--- config.mk ---
export PLATFORM = sky130hd
export DESIGN_NAME = idli_nibble_io_m
export DESIGN_NICKNAME = d
export VERILOG_FILES = /design/src/rtl/idli_nibble_io_m.sv
export SDC_FILE = /design/constraint.sdc
export NUM_CORES = 1
export LEC_CHECK = 0
export ABC_AREA = 1
export CAP_MARGIN = 0
export CORE_MARGIN = 2
export CORE_UTILIZATION = 55
export DETAILED_ROUTE_END_ITERATION = 10
export DONT_BUFFER_PORTS = 1
export PLACE_DENSITY = 0.67
export SLEW_MARGIN = 0
export SYNTH_ARGS = -nofsm -noshare
export SYNTH_HDL_FRONTEND = slang
export SYNTH_SLANG_ARGS = --single-unit
--- constraint.sdc ---
create_clock -name i_io_gck -period 3.8 [get_ports i_io_gck]
set_clock_uncertainty 0.2 [all_clocks]
set_input_delay 0.76 -clock i_io_gck [delete_from_list [all_inputs] [get_ports i_io_gck]]
set_output_delay 0.76 -clock i_io_gck [all_outputs]
set_load 0.005 [all_outputs]
--- src/rtl/idli_nibble_io_m.sv ---
// idli_nibble_io_m
// Buffered nibble-stream <-> word FIFO bridge between the core datapath
// and the top-level din/dout pins.
//   RX: 4-bit din nibbles (valid/accept) are assembled LSB nibble first
//       into WORD_W-bit words and queued in a DEPTH-entry FIFO that the
//       core reads through o_io_rx_data / o_io_rx_vld / i_io_rx_rd.
//   TX: core words pushed through i_io_tx_data / i_io_tx_wr / o_io_tx_rdy
//       are queued and serialised LSB nibble first onto dout
//       (valid/accept).
//   i_io_flush synchronously empties both paths; i_io_rst_n is async,
//   active-low. Every ready/accept output is a function of registered
//   state only.
module idli_nibble_io_m #(
   parameter int WORD_W = 16,
   parameter int DEPTH  = 4
) (
   input  logic              i_io_gck,
   input  logic              i_io_rst_n,
   input  logic              i_io_flush,
   input  logic [3:0]        i_io_din,
   input  logic              i_io_din_vld,
   output logic              o_io_din_acp,
   output logic [3:0]        o_io_dout,
   output logic              o_io_dout_vld,
   input  logic              i_io_dout_acp,
   output logic [WORD_W-1:0] o_io_rx_data,
   output logic              o_io_rx_vld,
   input  logic              i_io_rx_rd,
   input  logic [WORD_W-1:0] i_io_tx_data,
   input  logic              i_io_tx_wr,
   output logic              o_io_tx_rdy
);

   localparam int NIBS = WORD_W / 4;
   localparam int IW   = $clog2(NIBS);
   localparam int CW   = $clog2(DEPTH + 1);
   localparam int PW   = $clog2(DEPTH);

   localparam logic [IW-1:0] LAST_NIB = IW'(NIBS - 1);
   localparam logic [CW-1:0] FULL_CNT = CW'(DEPTH);

   // ------------------------------------------------------------------
   // RX path
   // ------------------------------------------------------------------
   // Only the lower NIBS-1 nibbles are held; the last nibble goes
   // straight from the pin into the FIFO entry.
   logic [WORD_W-5:0] rx_asm;
   logic [IW-1:0]     rx_idx;
   logic [WORD_W-1:0] rx_mem [DEPTH];
   logic [PW-1:0]     rx_wp;
   logic [PW-1:0]     rx_rp;
   logic [CW-1:0]     rx_cnt;
   logic              rx_take;
   logic              rx_push;
   logic              rx_pop;

   // Partial nibbles are always accepted; only the word-completing
   // nibble waits for FIFO space.
   assign o_io_din_acp = !(rx_idx == LAST_NIB && rx_cnt == FULL_CNT);
   assign rx_take      = i_io_din_vld && o_io_din_acp && !i_io_flush;
   assign rx_push      = rx_take && (rx_idx == LAST_NIB);
   assign rx_pop       = i_io_rx_rd && (rx_cnt != '0) && !i_io_flush;
   assign o_io_rx_vld  = (rx_cnt != '0);
   assign o_io_rx_data = o_io_rx_vld ? rx_mem[rx_rp] : '0;

   always_ff @(posedge i_io_gck or negedge i_io_rst_n) begin
      if (!i_io_rst_n) begin
         rx_asm <= '0;
         rx_idx <= '0;
         rx_wp  <= '0;
         rx_rp  <= '0;
         rx_cnt <= '0;
      end else if (i_io_flush) begin
         rx_asm <= '0;
         rx_idx <= '0;
         rx_wp  <= '0;
         rx_rp  <= '0;
         rx_cnt <= '0;
      end else begin
         if (rx_take) begin
            for (int unsigned k = 0; k < NIBS - 1; k++) begin
               if (rx_idx == IW'(k)) rx_asm[4*k +: 4] <= i_io_din;
            end
            rx_idx <= (rx_idx == LAST_NIB) ? '0 : rx_idx + IW'(1);
         end
         if (rx_push) rx_wp <= rx_wp + PW'(1);
         if (rx_pop)  rx_rp <= rx_rp + PW'(1);
         case ({rx_push, rx_pop})
            2'b10:   rx_cnt <= rx_cnt + CW'(1);
            2'b01:   rx_cnt <= rx_cnt - CW'(1);
            default: rx_cnt <= rx_cnt;
         endcase
      end
   end

   always_ff @(posedge i_io_gck) begin
      if (rx_push) rx_mem[rx_wp] <= {i_io_din, rx_asm};
   end

   // ------------------------------------------------------------------
   // TX path
   // ------------------------------------------------------------------
   logic [WORD_W-1:0] tx_mem [DEPTH];
   logic [WORD_W-1:0] tx_head;
   logic [PW-1:0]     tx_wp;
   logic [PW-1:0]     tx_rp;
   logic [CW-1:0]     tx_cnt;
   logic [IW-1:0]     tx_idx;
   logic [3:0]        tx_nib;
   logic              tx_push;
   logic              tx_take;
   logic              tx_pop;

   // Readiness uses the pre-edge count, so a push to a full FIFO is
   // rejected even when the head pops in the same cycle.
   assign o_io_tx_rdy   = (tx_cnt != FULL_CNT);
   assign o_io_dout_vld = (tx_cnt != '0);
   assign tx_push       = i_io_tx_wr && o_io_tx_rdy && !i_io_flush;
   assign tx_take       = o_io_dout_vld && i_io_dout_acp && !i_io_flush;
   assign tx_pop        = tx_take && (tx_idx == LAST_NIB);
   assign tx_head       = tx_mem[tx_rp];

   always_comb begin
      tx_nib = '0;
      for (int unsigned k = 0; k < NIBS; k++) begin
         if (tx_idx == IW'(k)) tx_nib = tx_head[4*k +: 4];
      end
   end

   assign o_io_dout = o_io_dout_vld ? tx_nib : '0;

   always_ff @(posedge i_io_gck or negedge i_io_rst_n) begin
      if (!i_io_rst_n) begin
         tx_wp  <= '0;
         tx_rp  <= '0;
         tx_cnt <= '0;
         tx_idx <= '0;
      end else if (i_io_flush) begin
         tx_wp  <= '0;
         tx_rp  <= '0;
         tx_cnt <= '0;
         tx_idx <= '0;
      end else begin
         if (tx_take) tx_idx <= (tx_idx == LAST_NIB) ? '0 : tx_idx + IW'(1);
         if (tx_push) tx_wp <= tx_wp + PW'(1);
         if (tx_pop)  tx_rp <= tx_rp + PW'(1);
         case ({tx_push, tx_pop})
            2'b10:   tx_cnt <= tx_cnt + CW'(1);
            2'b01:   tx_cnt <= tx_cnt - CW'(1);
            default: tx_cnt <= tx_cnt;
         endcase
      end
   end

   always_ff @(posedge i_io_gck) begin
      if (tx_push) tx_mem[tx_wp] <= i_io_tx_data;
   end

endmodule

== Word level (Yosys, flattened, before mapping) ==
Memory sizes are Yosys's and may differ from the RTL's.
Cells that the tools add are included.

* Logic and storage cells: 99
* Bits in writable memories: 128
* Memories: 2
* Output and inout bits: 24
* Register bits: 30
* Input bits: 27

* Equality and inequality tests: 12
* Muxes and demuxes: 33
* Reduce and logical (&&, ||, !) cells: 31
* Add/sub/neg operators: 10

{| class="wikitable"
|+ Memory list
! name !! depth !! bits a word !! read ports !! clocked after memory_dff !! write ports !! line !! text
|-
| rx_mem || 4 || 16 || 1 || 0 || 1 || 49 || <nowiki>logic [WORD_W-1:0] rx_mem [DEPTH];</nowiki>
|-
| tx_mem || 4 || 16 || 1 || 0 || 1 || 103 || <nowiki>logic [WORD_W-1:0] tx_mem [DEPTH];</nowiki>
|}

{| class="wikitable"
|+ Operator list
! operator !! count
|-
| 4-bit 2-to-1 mux || 8
|-
| 2-bit 2-to-1 mux || 14
|-
| 12-bit 2-to-1 mux || 2
|-
| 2-bit nonzero test || 9
|-
| 16-bit 2-to-1 mux || 1
|-
| 2-bit by 1-bit adder with 2-bit output, second input constant || 6
|-
| 2-bit == test, second input constant || 6
|-
| 3-bit one-hot mux with 2 select lines || 2
|-
| 3-bit nonzero test || 4
|-
| 1-bit logical AND || 11
|-
| 2-bit by 1-bit == test with 1-bit output, second input constant || 4
|-
| 3-bit by 1-bit adder with 3-bit output, second input constant || 2
|-
| 3-bit 2-to-1 mux || 2
|-
| 2-bit AND reduction || 3
|-
| 3-bit by 1-bit subtractor with 3-bit output, second input constant || 2
|-
| 2-bit logical NOT || 2
|-
| 1-bit 2-to-1 mux || 4
|-
| 3-bit == test, second input constant || 1
|-
| 3-bit inequality test, second input constant || 1
|-
| 1-bit logical NOT || 2
|}

== Depth between registers and ports, before layout ==
Gate-level depths: netlist (run 1).

* Depth after elaboration: 9
* Depth in mapped cells: 13
* Gate-level depth less buffers: 13

== Worst setup path before layout (run 1) ==
No wires, ideal clock.

* Path type: in2reg
* Start point: in i_io_flush
* End point: mem tx_mem[0][0] (enable)
* Data arrival time: 1922 ps
* Data required time: 3211 ps
* Path slack: 1290 ps
* Setup time: 389 ps
* Path buffers: 1
* Stages: 4
* Path through: buf_2 > nor2_1 > inv_1 > nor2_1

* Word-level cells in the longest chain between the ends: 4

{| class="wikitable"
|+ Ends and longest elaborated chain
! what !! line !! text
|-
| start, declared || 19 || <nowiki>input logic i_io_flush,</nowiki>
|-
| 1-bit logical NOT || 118 || <nowiki>assign tx_push = i_io_tx_wr && o_io_tx_rdy && !i_io_flush;</nowiki>
|-
| 1-bit logical AND || 118 ||
|-
| 1-bit 2-to-1 mux || 156 || <nowiki>if (tx_push) tx_mem[tx_wp] <= i_io_tx_data;</nowiki>
|-
| 1-bit 2-to-1 mux (implied by the code) || 156 ||
|-
| end, declared || 103 ||
|}

Every way passes these cells.

== Final worst setup path (run 1) ==
* Start point: reg tx_rp[0]
* End point: out o_io_dout[3]

* Word-level cells in the longest chain between the ends: 6

{| class="wikitable"
|+ Ends and longest elaborated chain
! what !! line !! text
|-
| start, declared || 106 || <nowiki>logic [PW-1:0] tx_rp;</nowiki>
|-
| start signal, assigned || 146 || <nowiki>if (tx_pop) tx_rp <= tx_rp + PW'(1);</nowiki>
|-
| memory read 4 x 16 bit (*) || -- ||
|-
| 4-bit 2-to-1 mux (3 in a row) || 126 || <nowiki>if (tx_idx == IW'(k)) tx_nib = tx_head[4*k +: 4];</nowiki>
|-
| 4-bit 2-to-1 mux (*) || 126 ||
|-
| 4-bit 2-to-1 mux (*) || 130 || <nowiki>assign o_io_dout = o_io_dout_vld ? tx_nib : '0;</nowiki>
|-
| end, declared || 23 || <nowiki>output logic [3:0] o_io_dout,</nowiki>
|}

Mark *: on every way between the ends. The rest lies on a longest branch, timed or not.

==> results of run 1 <==
critical path, stage by stage (launching register included):
cell	delay, ns
dfrtp_1	0.38
inv_1	0.63
nor2_1	0.09
o21ai_0	0.21
nand2_1	0.07
nand2_1	0.07
nand2_1	0.05
a21oi_1	0.20
report_power, final:
| group | leakage [nW] | internal [mW] | switching (mW) |
|---|---|---|---|
| registers | 1.56 | 1.94 | 0.0581 |
| logic | 1.17 | 0.155 | 0.376 |
| clock network | 0.324 | 1.11 | 0.665 |
| total | 3.06 | 3.21 | 1.10 |
flip-flops by register name, indices dropped and copies added (netlist names):
| name | flops |
|---|---|
| rx_asm | 12 |
| rx_cnt | 3 |
| rx_idx | 2 |
| rx_mem | 64 |
| rx_rp | 2 |
| rx_wp | 2 |
| tx_cnt | 3 |
| tx_idx | 2 |
| tx_mem | 64 |
| tx_rp | 2 |
| tx_wp | 2 |
layer usage:
layer / GRT usage / wire length (um) / vias to the layer above
met4: 0.09048 / 219 / 0
li1: - / - / 2147
met5: 0 / 0 / -
met3: 0.07531 / 872 / 17
met2: 0.3766 / 7076 / 113
met1: 0.2457 / 5349 / 2101
layout make-up:
cell class	instances	area [um^2]	share of cell area
clock inverter	6	50.05	0.006459
sequential	158	4594	0.5929
inverter	49	183.9	0.02374
timing repair buffer	14	120.1	0.01550
tap	168	210.2	0.02713
clock buffer	26	606.8	0.07831
multi-input combinational	398	1983	0.2559
kinds of logic after synthesis:
family | share of synthesized area
adder cells (fa/ha/maj) | 0.03483
XOR/XNOR | 0.002540
buffers and inverters | 0.04626
AND/OR/NAND/NOR | 0.1796
AO/OA/AOI/OAI | 0.07058
flip-flops | 0.6662
worst paths after layout:
check / startpoint / endpoint / slack, ns / cells past startpoint
max: tx_rp[0]$_DFFE_PN0P_ / o_io_dout[3] / 0.72 / 7
min: i_io_tx_data[7] / tx_mem[0][7]$_DFFE_PP_ / 0.22 / 0
max in group asynchronous: i_io_rst_n / rx_cnt[1]$_DFFE_PN0P_ / 2.63 / 2
min in group asynchronous: i_io_rst_n / rx_asm[10]$_DFFE_PN0P_ / 0.58 / 2
max reg2reg: rx_idx[1]$_DFFE_PN0P_ / rx_cnt[2]$_DFFE_PN0P_ / 1.50 / 11
min reg2reg: rx_asm[5]$_DFFE_PN0P_ / rx_mem[0][5]$_DFFE_PP_ / 0.33 / 0
placed cells by master (no fill, tap or decap), types with 6 or more instances in the layout:
cell type    n
buf_4       12
dfrtp_1     30
o21ai_1      6
inv_1       45
clkbuf_16   23
o21ai_0     60
edfxtp_1   128
nand2_2      7
nand3_1     45
a21oi_1     22
nand2_1    116
ha_1        16
nor2_1     104
what timing repair did:
| item | 4_1_cts | 5_1_grt |
|---|---|---|
| setup buffers | 0 | 0 |
| endpoints found under the hold margin | 30 | 0 |
| hold buffers | 2 | 0 |
==> impl_metrics.py, run 1 <==
metrics = {
    "yosys": {
        "syn_avg_cell_area_um2": 10.95,
        "synth_edf_count": 128,
        "ys_types": 28,
        "ys_top_cells_by_area": "edfxtp_1, dfrtp_1, nand2_1",
        "synth_top_area_cell": "edfxtp_1",
        "yosys_warnings": 0,
        "yosysSeqAreaShare": 0.6662,
        "syn_nets": 675,
        "syn_area_mm2": 0.006897,
        "yosysMostFrequentCell": "edfxtp_1",
        "synth-async-reset-ratio": 0.1899,
        "synth-seq-cells": 158,
        "synth_common_cells": "edfxtp_1, nand2_1, nor2_1",
        "ys.flop_type": "edfxtp_1",
        "synth_top_area_frac": 0.5573,
        "netlist_instances": 630,
    },
    "run": {
        "max_cap_viol_count": 0,
    },
    "clock_tree": {
        "cts-root-buf": "clkbuf_16",
        "htreeDepth": 4,
        "cts_tree": "done",
        "post_cts_resized": 0,
        "cts_buffers": 17,
        "cts.path.max_buffers": 2,
        "clock_latency_ns": 0.43,
        "clock-sinks": 158,
        "path_clk_slew_ns": 0.06,
    },
    "die": {
        "start_util": 0.5694,
        "die-area_mm2": 0.01345,
        "num_rows": 40,
        "core_area_mm2": 0.01211,
        "fp.dieW_um": 116.0,
        "io_pins": 51,
        "die_h_um": 116.0,
    },
    "worst_setup_path": {
        "required_ns": 2.84,
        "cp_max_fo": 29,
        "critPathLaunchType": "flip-flop",
        "critPathArrivalTime_ns": 2.12,
        "critical_path_class": "flip-flop to output pin",
        "cp-end-kind": "output pin",
    },
    "detailed_routing": {
        "final_antenna_net_count": 0,
        "vias": 4378,
        "first_pass_iters": 5,
        "via_per_inst": 5.346,
        "drt_wl_total_um": 13520,
        "wl_per_cell_um": 16.50,
        "drt_drc_violations_left": 0,
        "drtIter0Drc": 282,
    },
    "sta": {
        "min_period_ns": 3.083,
        "hold_ws_ns": 0.2247,
        "period_share": 0.8114,
        "worst_pin_slew_ns": 0.8621,
        "hold_viol": 0,
        "rsz0062_at_grt": "false",
        "final-setup-viol-count": 0,
        "setup_tns_ns": 0,
        "setup_slack_ns": 0.7166,
        "fmax_ghz": 0.3243,
        "max_slew_margin": 0.4247,
        "slew_viol_final": 0,
    },
    "placed_design": {
        "dp.cells": 785,
        "gp_congestion": 0.8485,
        "place_hpwl_um": 8475,
        "post-place-ws_ns": 1.158,
        "dpl_cell_area_mm2": 0.007062,
        "portBuffers": 0,
    },
    "global_route": {
        "grt_pass1_wl_um": 21500,
        "grt_util_all_layers": 0.2171,
        "grt_max_degree": 40,
        "antenna_found_initial": 0,
        "grt_remaining_overflow": 0,
        "grt_pass1_vias": 4350,
    },
    "pwr": {
        "total_power_mw": 4.304,
        "p_leak_nw": 3.059,
        "p_per_area_mw_per_mm2": 555.4,
        "ir_drop_mv": 0.3423,
    },
    "finish": {
        "finalNonFillerCells": 819,
        "diodes": 0,
        "fin_nets": 683,
        "fill_cells": 956,
        "design_area_mm2": 0.007749,
        "post-route-util": 0.6398,
        "synthToLayoutAreaGrowth_pct": 12.35,
        "drive_above_1_share": 0.1029,
    },
    "min_path": {
        "min_path_type": "input port to flip-flop",
    },
    "run_status": {
        "run_status": "complete, no violations",
    },
}
(Power assumes the default switching activity.)
==> run 2: changes to the inputs <==
- PLACE_DENSITY: 0.67 -> 0.7
- clock period: 3.8 -> 2.8 ns (I/O delays scaled with it)
==> impl_metrics.py, run 2 (synthesized netlist as in run 1, its figures left out) <==
metrics = {
    "sta": {
        "hold_viol": 0,
        "max_slew_margin": 0.5797,
        "min_period_ns": 2.649,
        "slew_viol_final": 0,
        "worst_pin_slew_ns": 0.6298,
        "period_share": 0.9461,
        "final-setup-viol-count": 0,
        "rsz0062_at_grt": "false",
        "fmax_ghz": 0.3775,
        "setup_tns_ns": 0,
        "hold_ws_ns": 0.03164,
        "setup_slack_ns": 0.1509,
    },
    "global_route": {
        "grt_max_degree": 31,
        "grt_pass1_vias": 4444,
        "grt_pass1_wl_um": 21420,
        "grt_remaining_overflow": 0,
        "antenna_found_initial": 0,
        "grt_util_all_layers": 0.2138,
    },
    "die": {
        "die_h_um": 116.0,
        "die-area_mm2": 0.01345,
        "num_rows": 40,
        "fp.dieW_um": 116.0,
        "io_pins": 51,
        "core_area_mm2": 0.01211,
        "start_util": 0.5694,
    },
    "pwr": {
        "p_leak_nw": 3.032,
        "p_sw_mw": 1.471,
        "pwr-share-seq": 0.484,
        "ir_drop_mv": 0.4862,
        "clockPowerShare": 0.386,
        "p_per_area_mw_per_mm2": 727.4,
        "pwr-share-comb": 0.130,
        "p_int_mw": 4.134,
        "p_sw_frac": 0.2625,
    },
    "worst_setup_path": {
        "cp_max_fo": 19,
        "r2r_cells": 13,
        "max_stage_delay_ns": 0.55,
        "cp-end-kind": "output pin",
        "crit_family": "flip-flops",
        "crit_chain": "inv_1, o21ai_0, nor2_1, o21ai_1, a21oi_1",
        "cp_slowest_cell": "dfrtp_2",
        "critPathLaunchType": "flip-flop",
        "critical_path_class": "flip-flop to output pin",
        "critPathArrivalTime_ns": 1.89,
        "worstReg2RegStart": "rx_cnt[1]$_DFFE_PN0P_",
        "required_ns": 2.04,
        "r2r_end": "rx_cnt[2]$_DFFE_PN0P_",
        "r2r_slack_ns": 0.48,
        "cp.buffers_inverters": 1,
    },
    "clock_tree": {
        "cts_tree": "done",
        "cts.path.max_buffers": 2,
        "clock_latency_ns": 0.42,
        "cts_buffers": 17,
        "path_clk_slew_ns": 0.06,
        "htreeDepth": 4,
        "cts_setup_buffers": 0,
        "clock-sinks": 158,
        "cts-root-buf": "clkbuf_16",
    },
    "finish": {
        "fin_nets": 688,
        "top_regs": "rx_mem (64), tx_mem (64), rx_asm (12)",
        "drive_above_1_share": 0.1098,
        "diodes": 0,
        "mostFrequentLayoutCells": "edfxtp_1, nand2_1, nor2_1, o21ai_0",
        "final_common_cell": "edfxtp_1",
        "seq_area_mm2": 0.004597,
        "fill_cells": 935,
        "multiInputGateArea_mm2": 0.001983,
        "synthToLayoutAreaGrowth_pct": 11.74,
    },
    "placed_design": {
        "post-place-ws_ns": 0.3093,
        "portBuffers": 0,
        "gp_congestion": 0.8297,
        "place_hpwl_um": 8625,
    },
    "detailed_routing": {
        "first_pass_iters": 4,
        "drt_wl_total_um": 13590,
        "vias": 4461,
        "via_per_inst": 5.414,
        "final_antenna_net_count": 0,
        "wl_per_cell_um": 16.49,
        "drtIter0Drc": 299,
        "drt_drc_violations_left": 0,
    },
    "min_path": {
        "min_to": "rx_mem[2][13]$_DFFE_PP_",
        "holdPathStages": 0,
        "min_path_type": "input port to flip-flop",
        "worstHoldStart": "i_io_din[1]",
    },
    "run": {
        "max_cap_viol_count": 0,
    },
    "run_status": {
        "run_status": "complete, no violations",
    },
}
## run 2: changes by cell type in the layout (fill, tap and decap cells not counted), sizes merged
cell	previous run	this run
buf	13	18
clkbuf	26	24
clkinv	4	6
clkinvlp	0	2
inv	51	49
## run 2: through the flow
| step | power (mW) | utilization | cell area (um^2) | std cells |
|---|---|---|---|---|
| after floorplan | 3.286 | - | 6897 | 630 |
| after global placement | 3.445 | 0.5862 | 7099 | 790 |
| after detailed placement | 3.475 | 0.5862 | 7099 | 790 |
| after CTS | 5.648 | 0.6358 | 7701 | 824 |
| after global routing | 5.837 | 0.6363 | 7706 | 824 |
| final | 5.605 | 0.6363 | 7706 | 824 |
## run 2: routing by layer
metal  vias to the layer above  global-route usage  wire, um
li1                       2152                   -         -
met1                      2141              0.2267      5529
met2                       134              0.3856      6936
met3                        34             0.07061       767
met4                         0             0.09841       357
met5                         -                   0         0
## run 2: layout make-up
type | count | share of cell area
clock inverter | 8 | 0.007306
inverter | 49 | 0.02387
sequential | 158 | 0.5965
timing repair buffer | 19 | 0.02094
multi-input combinational | 398 | 0.2573
tap | 168 | 0.02728
clock buffer | 24 | 0.06673
## run 2: what timing repair did
action,CTS,global route
cloned,0,0
setup endpoints to repair,4,3
gates resized for setup,1,3
hold endpoints to repair,30,0
hold buffers,2,0
## run 2: power groups by stage
stage / combinational [mW] / clock [mW] / sequential (mW)
floorplan: 0.565 / 0 / 2.72
global placement: 0.692 / 0 / 2.75
detailed placement: 0.719 / 0 / 2.76
CTS: 0.736 / 2.20 / 2.71
global route: 0.830 / 2.29 / 2.72
finish: 0.730 / 2.16 / 2.71
## run 2: worst max path at each step
stage                                     from                endpoint  cells after the start
after floorplan                     i_io_flush  tx_mem[0][0]$_DFFE_PP_                      4
after global placement    tx_rp[1]$_DFFE_PN0P_            o_io_dout[1]                      6
after detailed placement  tx_rp[1]$_DFFE_PN0P_            o_io_dout[0]                      6
after CTS                 tx_rp[0]$_DFFE_PN0P_            o_io_dout[3]                      7
after global routing      tx_rp[0]$_DFFE_PN0P_            o_io_dout[0]                      8
final                     tx_rp[1]$_DFFE_PN0P_            o_io_dout[1]                      5
==> run 3: changes to the inputs <==
- CELL_PAD_IN_SITES_DETAIL_PLACEMENT: not set -> 0
- CELL_PAD_IN_SITES_GLOBAL_PLACEMENT: not set -> 2
- CORE_UTILIZATION: 55 -> 38
- PLACE_DENSITY: 0.7 -> 0.72
==> impl_metrics.py, run 3 (synthesized netlist as in run 1, its figures left out) <==
metrics = {
    "run_status": {
        "run_status": "complete, no violations",
    },
    "finish": {
        "diodes": 0,
        "fill_cells": 1657,
        "fin_nets": 688,
        "drive_above_1_share": 0.1174,
        "post-route-util": 0.4379,
        "design_area_mm2": 0.007839,
        "top_regs": "rx_mem (64), tx_mem (64), rx_asm (12)",
        "finalNonFillerCells": 885,
        "mostFrequentLayoutCells": "edfxtp_1, nand2_1, nor2_1, o21ai_0, nand3_1",
        "final_common_cell": "edfxtp_1",
        "synthToLayoutAreaGrowth_pct": 13.66,
    },
    "clock_tree": {
        "htreeDepth": 4,
        "path_clk_slew_ns": 0.06,
        "cts-root-buf": "clkbuf_16",
        "clock-sinks": 158,
        "cts.path.max_buffers": 2,
        "cts_tree": "done",
        "cts_buffers": 17,
        "clock_latency_ns": 0.42,
    },
    "global_route": {
        "grt_remaining_overflow": 0,
        "grt_pass1_wl_um": 22700,
        "antenna_found_initial": 0,
        "grt_pass1_vias": 4286,
        "grt_util_all_layers": 0.1524,
        "grt_max_degree": 34,
    },
    "sta": {
        "setup_slack_ns": 0.2157,
        "max_slew_margin": 0.6329,
        "min_period_ns": 2.584,
        "final-setup-viol-count": 0,
        "fmax_ghz": 0.3870,
        "setup_tns_ns": 0,
        "hold_viol": 0,
        "rsz0062_at_grt": "false",
        "worst_pin_slew_ns": 0.5500,
        "slew_viol_final": 0,
        "period_share": 0.9230,
        "hold_ws_ns": 0.03308,
    },
    "worst_setup_path": {
        "r2r_end": "rx_cnt[2]$_DFFE_PN0P_",
        "required_ns": 2.04,
        "worstReg2RegStart": "rx_idx[0]$_DFFE_PN0P_",
        "cp_max_fo": 8,
        "cp-end-kind": "output pin",
        "r2r_cells": 11,
        "critPathLaunchType": "flip-flop",
        "critical_path_class": "flip-flop to output pin",
        "critPathArrivalTime_ns": 1.82,
        "r2r_slack_ns": 0.53,
    },
    "pwr": {
        "p_int_mw": 4.264,
        "pwr-share-seq": 0.467,
        "p_leak_nw": 3.066,
        "clockPowerShare": 0.408,
        "total_power_mw": 5.790,
        "ir_drop_mv": 0.4015,
        "p_per_area_mw_per_mm2": 738.6,
        "p_sw_frac": 0.2634,
        "p_sw_mw": 1.525,
        "pwr-share-comb": 0.125,
    },
    "detailed_routing": {
        "final_antenna_net_count": 0,
        "drt_wl_total_um": 13900,
        "first_pass_iters": 4,
        "via_per_inst": 4.814,
        "drt_drc_violations_left": 0,
        "drtIter0Drc": 181,
        "wl_per_cell_um": 15.70,
        "vias": 4260,
    },
    "min_path": {
        "holdPathStages": 0,
        "min_path_type": "input port to flip-flop",
        "worstHoldStart": "i_io_tx_data[11]",
        "min_to": "tx_mem[2][11]$_DFFE_PP_",
    },
    "die": {
        "core_area_mm2": 0.01790,
        "start_util": 0.3852,
        "io_pins": 51,
        "num_rows": 49,
        "fp.dieW_um": 138.7,
        "die-area_mm2": 0.01924,
        "die_h_um": 138.7,
    },
    "placed_design": {
        "dpl_cell_area_mm2": 0.007181,
        "post-place-ws_ns": 0.4203,
        "place_hpwl_um": 9233,
        "gp_congestion": 0.7567,
        "dp.cells": 850,
        "portBuffers": 0,
    },
    "run": {
        "max_cap_viol_count": 0,
    },
}
==> run 3: worst max-delay path by stage <==
stage	startpoint	to	cells after the start
5_1_grt	tx_rp[0]$_DFFE_PN0P_	o_io_dout[3]	9
3_3_place_gp	tx_rp[1]$_DFFE_PN0P_	o_io_dout[3]	7
2_1_floorplan	i_io_flush	tx_mem[0][0]$_DFFE_PP_	4
4_1_cts	tx_rp[0]$_DFFE_PN0P_	o_io_dout[1]	8
3_5_place_dp	tx_rp[1]$_DFFE_PN0P_	o_io_dout[3]	7
6_report	tx_rp[1]$_DFFE_PN0P_	o_io_dout[0]	7
==> run 3: timing repair <==
item / in CTS / in global routing
setup buffers: 0 / 1
hold buffers: 2 / 0
gates resized for setup: 1 / 6
endpoints found under the hold margin: 30 / 0
setup endpoints to repair: 2 / 19
==> run 3: cell type report <==
type	count	area, um^2	area share
Sequential cell	158	4597	0.5864
Multi-Input combinational cell	398	1987	0.2535
Timing Repair Buffer	19	171.4	0.02187
Clock buffer	17	425.4	0.05427
Inverter	49	187.7	0.02394
Tap cell	229	286.5	0.03655
Clock inverter	15	183.9	0.02346
==> run 3: power by group through the flow <==
stage / sequential (mW) / clock [mW] / combinational (mW)
6_report: 2.70 / 2.36 / 0.724
5_1_grt: 2.71 / 2.53 / 0.830
4_1_cts: 2.70 / 2.43 / 0.749
3_5_place_dp: 2.75 / 0 / 0.732
3_3_place_gp: 2.75 / 0 / 0.722
2_1_floorplan: 2.72 / 0 / 0.565
==> run 3: routing by layer <==
layer | GRT usage | vias up | share of wire
li1 | - | 2161 | -
met1 | 0.1708 | 2019 | 0.41
met2 | 0.2744 | 65 | 0.53
met3 | 0.04869 | 15 | 0.045
met4 | 0.05263 | 0 | 0.014
met5 | 0 | - | 0
==> run 3: critical path, stage by stage, from the launching register on <==
cell     delay [ns]
dfrtp_2        0.47
buf_4          0.19
o21ai_0        0.09
o21ai_0        0.22
nand2_1        0.09
nand2_1        0.09
nand2_1        0.05
a21oi_1        0.21
